### src/rtl/muldiv_sequencer.sv
// Multicycle RV32M sequencer: single-cycle multiply, 32-step restoring divide,
// sign fix-up, and early completion for divide-by-zero and signed overflow.
module muldiv_sequencer (
  input  logic        CLK,
  input  logic        RESET,
  input  logic        START,
  input  logic [2:0]  FUNC3,
  input  logic [31:0] OPERAND_A,
  input  logic [31:0] OPERAND_B,
  input  logic        FLUSH,
  output logic        STALL,
  output logic        BUSY,
  output logic        DONE,
  output logic [31:0] RESULT
);

  typedef enum logic [2:0] {
    S_IDLE = 3'd0,
    S_MUL  = 3'd1,
    S_DIV  = 3'd2,
    S_FIX  = 3'd3,
    S_DONE = 3'd4
  } state_t;

  state_t      state_q;
  logic [2:0]  func_q;
  logic [31:0] a_q, b_q;
  logic [31:0] quo_q, rem_q, dvsr_q;
  logic [4:0]  cnt_q;
  logic        done_q;
  logic [31:0] result_q;

  // Issue-side decode, evaluated on the raw inputs while IDLE
  logic        in_signed, in_dbz, in_ovf;
  logic [31:0] in_abs_a, in_abs_b, in_special;

  assign in_signed  = ~FUNC3[0];
  assign in_dbz     = (OPERAND_B == 32'd0);
  assign in_ovf     = in_signed && (OPERAND_A == 32'h8000_0000) && (OPERAND_B == 32'hFFFF_FFFF);
  assign in_abs_a   = (in_signed && OPERAND_A[31]) ? (-OPERAND_A) : OPERAND_A;
  assign in_abs_b   = (in_signed && OPERAND_B[31]) ? (-OPERAND_B) : OPERAND_B;
  assign in_special = FUNC3[1] ? (in_dbz ? OPERAND_A : 32'd0)
                               : (in_dbz ? 32'hFFFF_FFFF : 32'h8000_0000);

  logic               a_sx, b_sx;
  logic signed [63:0] a_ext, b_ext, mul_prod;
  logic [31:0]        mul_res;

  assign a_sx     = (func_q == 3'b001 || func_q == 3'b010) && a_q[31];
  assign b_sx     = (func_q == 3'b001) && b_q[31];
  assign a_ext    = {{32{a_sx}}, a_q};
  assign b_ext    = {{32{b_sx}}, b_q};
  assign mul_prod = a_ext * b_ext;
  assign mul_res  = (func_q == 3'b000) ? mul_prod[31:0] : mul_prod[63:32];

  logic [32:0] rem_shift_d, diff_d;
  logic        ge_d;
  logic [31:0] rem_d, quo_d;

  assign rem_shift_d = {rem_q, quo_q[31]};
  assign diff_d      = rem_shift_d - {1'b0, dvsr_q};
  assign ge_d        = ~diff_d[32];
  assign rem_d       = ge_d ? diff_d[31:0] : rem_shift_d[31:0];
  assign quo_d       = {quo_q[30:0], ge_d};

  logic        fx_signed;
  logic [31:0] q_fix, r_fix, fix_res;

  assign fx_signed = ~func_q[0];
  assign q_fix     = (fx_signed && (a_q[31] ^ b_q[31])) ? (-quo_q) : quo_q;
  assign r_fix     = (fx_signed && a_q[31]) ? (-rem_q) : rem_q;
  assign fix_res   = func_q[1] ? r_fix : q_fix;

  always_ff @(posedge CLK) begin
    if (RESET) begin
      state_q  <= S_IDLE;
      func_q   <= 3'd0;
      a_q      <= 32'd0;
      b_q      <= 32'd0;
      quo_q    <= 32'd0;
      rem_q    <= 32'd0;
      dvsr_q   <= 32'd0;
      cnt_q    <= 5'd0;
      done_q   <= 1'b0;
      result_q <= 32'd0;
    end else if (FLUSH) begin
      state_q <= S_IDLE;
      done_q  <= 1'b0;
    end else begin
      case (state_q)
        S_IDLE: begin
          done_q <= 1'b0;
          if (START) begin
            func_q <= FUNC3;
            a_q    <= OPERAND_A;
            b_q    <= OPERAND_B;
            quo_q  <= in_abs_a;
            dvsr_q <= in_abs_b;
            rem_q  <= 32'd0;
            cnt_q  <= 5'd0;
            if (!FUNC3[2]) begin
              state_q <= S_MUL;
            end else if (in_dbz || in_ovf) begin
              result_q <= in_special;
              done_q   <= 1'b1;
              state_q  <= S_DONE;
            end else begin
              state_q <= S_DIV;
            end
          end
        end
        S_MUL: begin
          result_q <= mul_res;
          done_q   <= 1'b1;
          state_q  <= S_DONE;
        end
        S_DIV: begin
          quo_q <= quo_d;
          rem_q <= rem_d;
          cnt_q <= cnt_q + 5'd1;
          if (cnt_q == 5'd31) state_q <= S_FIX;
        end
        S_FIX: begin
          result_q <= fix_res;
          done_q   <= 1'b1;
          state_q  <= S_DONE;
        end
        S_DONE: begin
          done_q  <= 1'b0;
          state_q <= S_IDLE;
        end
        default: begin
          done_q  <= 1'b0;
          state_q <= S_IDLE;
        end
      endcase
    end
  end

  // DONE state releases the stall so the instruction advances with RESULT
  assign STALL  = ~RESET && (((state_q == S_IDLE) && START && !FLUSH) ||
                             (state_q == S_MUL) || (state_q == S_DIV) || (state_q == S_FIX));
  assign BUSY   = ~RESET && (state_q != S_IDLE);
  assign DONE   = done_q;
  assign RESULT = result_q;

endmodule

### config.mk
export PLATFORM = sky130hd
export DESIGN_NAME = muldiv_sequencer
export DESIGN_NICKNAME = d
export VERILOG_FILES = /design/src/rtl/muldiv_sequencer.sv
export SDC_FILE = /design/constraint.sdc
export NUM_CORES = 2
export LEC_CHECK = 0
export ABC_AREA = 1
export BUFFER_PORTS_ARGS = -buffer_cell sky130_fd_sc_hd__buf_2
export CORE_MARGIN = 1
export CORE_UTILIZATION = 58
export CTS_CLUSTER_SIZE = 30
export DETAILED_ROUTE_END_ITERATION = 7
export GPL_TIMING_DRIVEN = 0
export PLACE_DENSITY_LB_ADDON = 0.3
export SYNTH_ARGS = -nofsm -noshare
export SYNTH_HDL_FRONTEND = slang
export SYNTH_SLANG_ARGS = --single-unit
### constraint.sdc
create_clock -name CLK -period 11.2 [get_ports CLK]
set_clock_uncertainty 0.1 [all_clocks]
set_input_delay 1.68 -clock CLK [delete_from_list [all_inputs] [get_ports CLK]]
set_output_delay 1.68 -clock CLK [all_outputs]
set_load 0.01 [all_outputs]
==> Word level (Yosys, flattened, before mapping) <==
Cells that the tools add are included.
{ "classes": {"n_mux": 29, "addsub": 6, "bitwise": 6, "n_mul": 1, "eq_ne": 12, "reduce_logical": 30} }
{ "ops": {"columns": ["cell", "count"], "rows": [
  ["$mux W32", 14],
  ["$neg A32 Y32", 4],
  ["$pmux W32 S2", 2],
  ["$pmux W32 S3", 1],
  ["$eq A32 B32 Y1 const B", 2],
  ["$mul A33 B33 Y64", 1],
  ["$sub A33 B32 Y33", 1],
  ["$logic_not A32 Y1", 1],
  ["$mux W31", 1],
  ["$logic_and A1 B1 Y1", 12],
  ["$mux W3", 4],
  ["$pmux W5 S2", 1],
  ["$eq A3 B2 Y1 const B", 3],
  ["$pmux W3 S3", 1],
  ["$ne A2 B2 Y1 const B", 4],
  ["$eq A3 B1 Y1 const B", 2],
  ["$logic_not A3 Y1", 2],
  ["$reduce_and A3 Y1", 2],
  ["$reduce_bool A3 Y1", 2],
  ["$add A5 B1 Y5 const B", 1],
  ["$eq A5 B5 Y1 const B", 1],
  ["$logic_or A1 B1 Y1", 5],
  ["$mux W5", 1],
  ["$not A1 Y1", 5],
  ["8 further kinds", 11]
]} }
{ "totals": {"inputBits": 71, "wordCells": 94, "reg_bits": 204, "output_inout_bits": 35} }

==> Longest topological paths before layout <==
{ "depth": {"word_depth": 8, "depth_mapped": 37, "ltp_nobuf": 36} }

==> Worst setup path before layout <==
OpenSTA, ideal clock, no wires.
{ "synth_timing": {"path_type": "register to register", "startpoint": "register func_q[1]", "endpoint": "register result_q[24], in the netlist RESULT[24]", "path_buffers": 2, "synth_period_minus_slack_ps": 7858, "path_stages_with_launch": 31, "setup_time_ps": 70, "arrival_ps": 7689, "path_slack_ps": 3342, "path_cell_list": "dfxtp_1 buf_2 nor2_1 nand2_1 nand2_1 nand2_1 inv_1 clkbuf_1 nand2_1 fa_1 fa_1 fa_1 inv_1 fa_1 fa_1 fa_1 fa_1 inv_1 fa_1 inv_1 ha_1 nand2_1 nor2_1 inv_1 nor4_1 nand3_1 nand2_1 nand2_1 nand3_1 nand2_1 a21oi_1"} }
{ "synth_between": {"elab_chain_len": 6} }
{ "synth_lines": {"columns": ["element", "line_no", "rtl"], "rows": [
  ["start, declared", "26", "logic [2:0] func_q;"],
  ["start signal, assigned", "77", "func_q <= 3'd0;"],
  ["start signal, assigned", "94", "func_q <= FUNC3;"],
  ["$eq A3 B1 Y1 or $eq A3 B2 Y1 (tied branches)", "49, 50", null],
  ["$logic_or A1 B1 Y1", "49", "assign a_sx = (func_q == 3'b001 || func_q == 3'b010) && a_q[31];"],
  ["$logic_and A1 B1 Y1", "49", null],
  ["$mul A33 B33 Y64", "53", "assign mul_prod = a_ext * b_ext;"],
  ["$mux W32", "54", "assign mul_res = (func_q == 3'b000) ? mul_prod[31:0] : mul_prod[63:32];"],
  ["$pmux W32 S3 *", "90", "case (state_q)"],
  ["end signal, assigned", "104", "result_q <= in_special;"],
  ["end signal, assigned", "113", "result_q <= mul_res;"],
  ["end signal, assigned", "124", "result_q <= fix_res;"],
  ["end, declared", "31", "logic [31:0] result_q;"]
]} }
Mark *: on every way between the ends. The rest lies on a longest branch, timed or not.
A chain may end at the register's enable or synchronous reset.

==> Worst setup path in the final report <==
{ "layout_timing": {"startpoint": "register func_q[1]", "endpoint": "register result_q[31], in the netlist RESULT[31]"} }
The elaborated chain is that of the path after synthesis.

==> results.cfg <==
[synthesis]
yosysWarningCount = 0
async_flop_share_pct = 0
ys_top_cells_by_area = fa_1 41%, inv_1 13%, nand2_1 13%
ys.flop_type = dfxtp_1
yosysTopAreaCell = fa_1
synth_top_area_share_pct = 41.3
synth_most_common_cell = inv_1
ys_ff_latch = 203
ys_top_cells_by_count = 1940 x inv_1, 1909 x nand2_1, 1126 x fa_1
syn_area_um2 = 54600
avgSynthCellArea_um2 = 7.26
yosys.cell_types.count = 59
synth.net_count = 8967
synth_enable_flop_cells = 0
seq_area_frac_synth_pct = 7.44
synthCells = 7518

[clock_network]
cts_hold_buf = 0
clk_pin_slew_ns = 0.07
clk_latency_ns = 0.61
clockBufferDepth = 3
postCtsSetupBuffers = 0
numCtsBuffers = 26
cts_tree = yes
cts.sinks = 203
cts_htree_levels = 1
cts-root-buf = clkbuf_16

[power]
power_mw = 5.92
worst_ir_drop_vdd_v = 0.000118
p_leak_nw = 30.1
powerDensity_nw_per_um2 = 103

[timing]
relSlewSlack_pct = 3.50
fin_crit_sh_pct = 98.5
slew_violations = 0
finalSetupTns_ns = 0
setup_viol = 0
min_period_ns = 11.03
finalHoldViolations = 0
worstMarginPinSlew_ns = 1.45
timing.fmax_ghz = 0.0907
setup_slack_ns = 0.170
rsz0062_at_grt = false

[hold_path]
min_path_type = flip-flop to flip-flop

[final_layout]
final_util_pct = 61.7
area_delta_synth_final_pct = 5.46
final_cells = 8931
drive_above_1_share_pct = 3.13
fin_nets = 9098

[floorplanning]
die_h_um = 309
die_area_um2 = 95400
core-area_um2 = 93300
ios = 106
rows = 112
die_x_um = 309
initial_core_util_pct = 58.5

[global_routing]
grt_pass1_vias = 51700
grt_use_total_pct = 47.8
grt_max_degree = 25
grt_pass1_wl_mm = 330
overflow = 0
grt_antenna_before_repair = 19

[routing]
drt-initial-drc-count = 6018
routed_wl_mm = 223
drt_first_pass_iters = 6
wl_per_cell_um = 25.0
drc = 0
postRouteAntennaNets = 0
via_per_inst = 5.76
vias = 51400

[setup_path]
slowest_stage = a21oi_1
reg2reg_setup_slack_ns = 0.17
max_stage_delay_ns = 0.96
criticalPathCategory = flip-flop to flip-flop
critPathMaxFanout = 12
worstPathRequired_ns = 11.56
crit_path_end_kind = flip-flop
critPathArrivalTime_ns = 11.39
critPathLaunchType = flip-flop

[run]
drv_cap = 0

[placement]
preCtsSetupSlack_ns = 0.488
io_buffers = 103
hpwlAfterDp_mm = 191
placed_cells = 8875
place_congestion = 1.14

[outcome]
status = finished clean
critical path, delay by kind of cell (launching register included):
kind	cells	cell delay, ns
AND/OR/NAND/NOR	11	2.22
buffers and inverters	7	1.40
AO/OA/AOI/OAI	4	1.36
adder cells (fa/ha/maj)	9	5.49
flip-flops	1	0.30
stage by stage:
stage | hold WS, ns | cell area (um^2)
floorplan | 0.337 | 54600
global placement | 0.354 | 56700
detailed placement | 0.362 | 56700
CTS | 0.371 | 57600
global route | 0.407 | 57600
finish | 0.369 | 57600
layout by cell type, fill, tap and decap left out, drive strengths merged, types with 8 or more instances in the layout:
cell and count:
nand3b 8, o21ai 259, nor3 60, dfxtp 203
nor4 12, nand4 68, clkinv 15, xnor2 25
a21oi 286, o211ai 15, xor2 43, or2 10
o21bai 26, o22ai 23, o221ai 10, diode 8
nand2 1912, a211oi 25, clkbuf 355, nor2 458
fa 1126, buf 146, ha 252, a22oi 11
a31oi 21, inv 1948, nand3 321
registers in the layout, summed over array words and instances, names as in the netlist, 5 cells and up:
register	count
a_q	32
cnt_q	5
rem_q	32
dvsr_q	31
RESULT	32
b_q	32
quo_q	32
final timing paths:
path / start / end / cells after the start
setup / recovery: func_q[1] / RESULT[31] / 31
setup reg to reg: func_q[1] / RESULT[31] / 31
hold / removal: dvsr_q[30] / dvsr_q[30] / 2
hold reg to reg: dvsr_q[30] / dvsr_q[30] / 2
layer usage:
metal | vias to the layer above | share of wire (%) | global-route usage (%)
met4 | 34 | 8.2 | 31.8
li1 | 22300 | - | -
met3 | 839 | 15 | 18.5
met5 | - | 0.11 | 0
met1 | 24900 | 36 | 59.2
met2 | 3318 | 41 | 69.5
kinds of logic after synthesis:
group | after synthesis | share of synthesized area (%)
adder cells (fa/ha/maj) | 1378 | 47.0
XOR/XNOR | 68 | 1.09
flip-flops | 203 | 7.44
AO/OA/AOI/OAI | 697 | 7.06
buffers and inverters | 2318 | 16.1
AND/OR/NAND/NOR | 2854 | 21.3
where the power goes:
| part | switching, mW | leakage, nW | total, mW | internal (mW) |
|---|---|---|---|---|
| combinational | 3.01 | 28.0 | 4.25 | 1.24 |
| clock | 0.397 | 0.426 | 0.875 | 0.478 |
| sequential | 0.0275 | 1.66 | 0.792 | 0.764 |
| total | 3.44 | 30.1 | 5.92 | 2.48 |
area by class of cell:
| cell class | count | area [um^2] |
|---|---|---|
| plain buffers | 367 | 1480 |
| clock inverters | 17 | 170 |
| well taps | 1254 | 1570 |
| fillers | 8915 | 35700 |
| clock buffers | 31 | 699 |
| diodes | 8 | 20.0 |
| inverters | 1951 | 7340 |
| repair buffers | 103 | 515 |
| flip-flops and latches | 203 | 4060 |
| multi-input cells | 4997 | 41800 |
repair_timing:
item | CTS | global route
hold endpoints to repair | 0 | 0
resized for setup | 0 | 4
endpoints found under the setup margin | 0 | 5
Note: power is estimated with default switching activity, not from simulation.
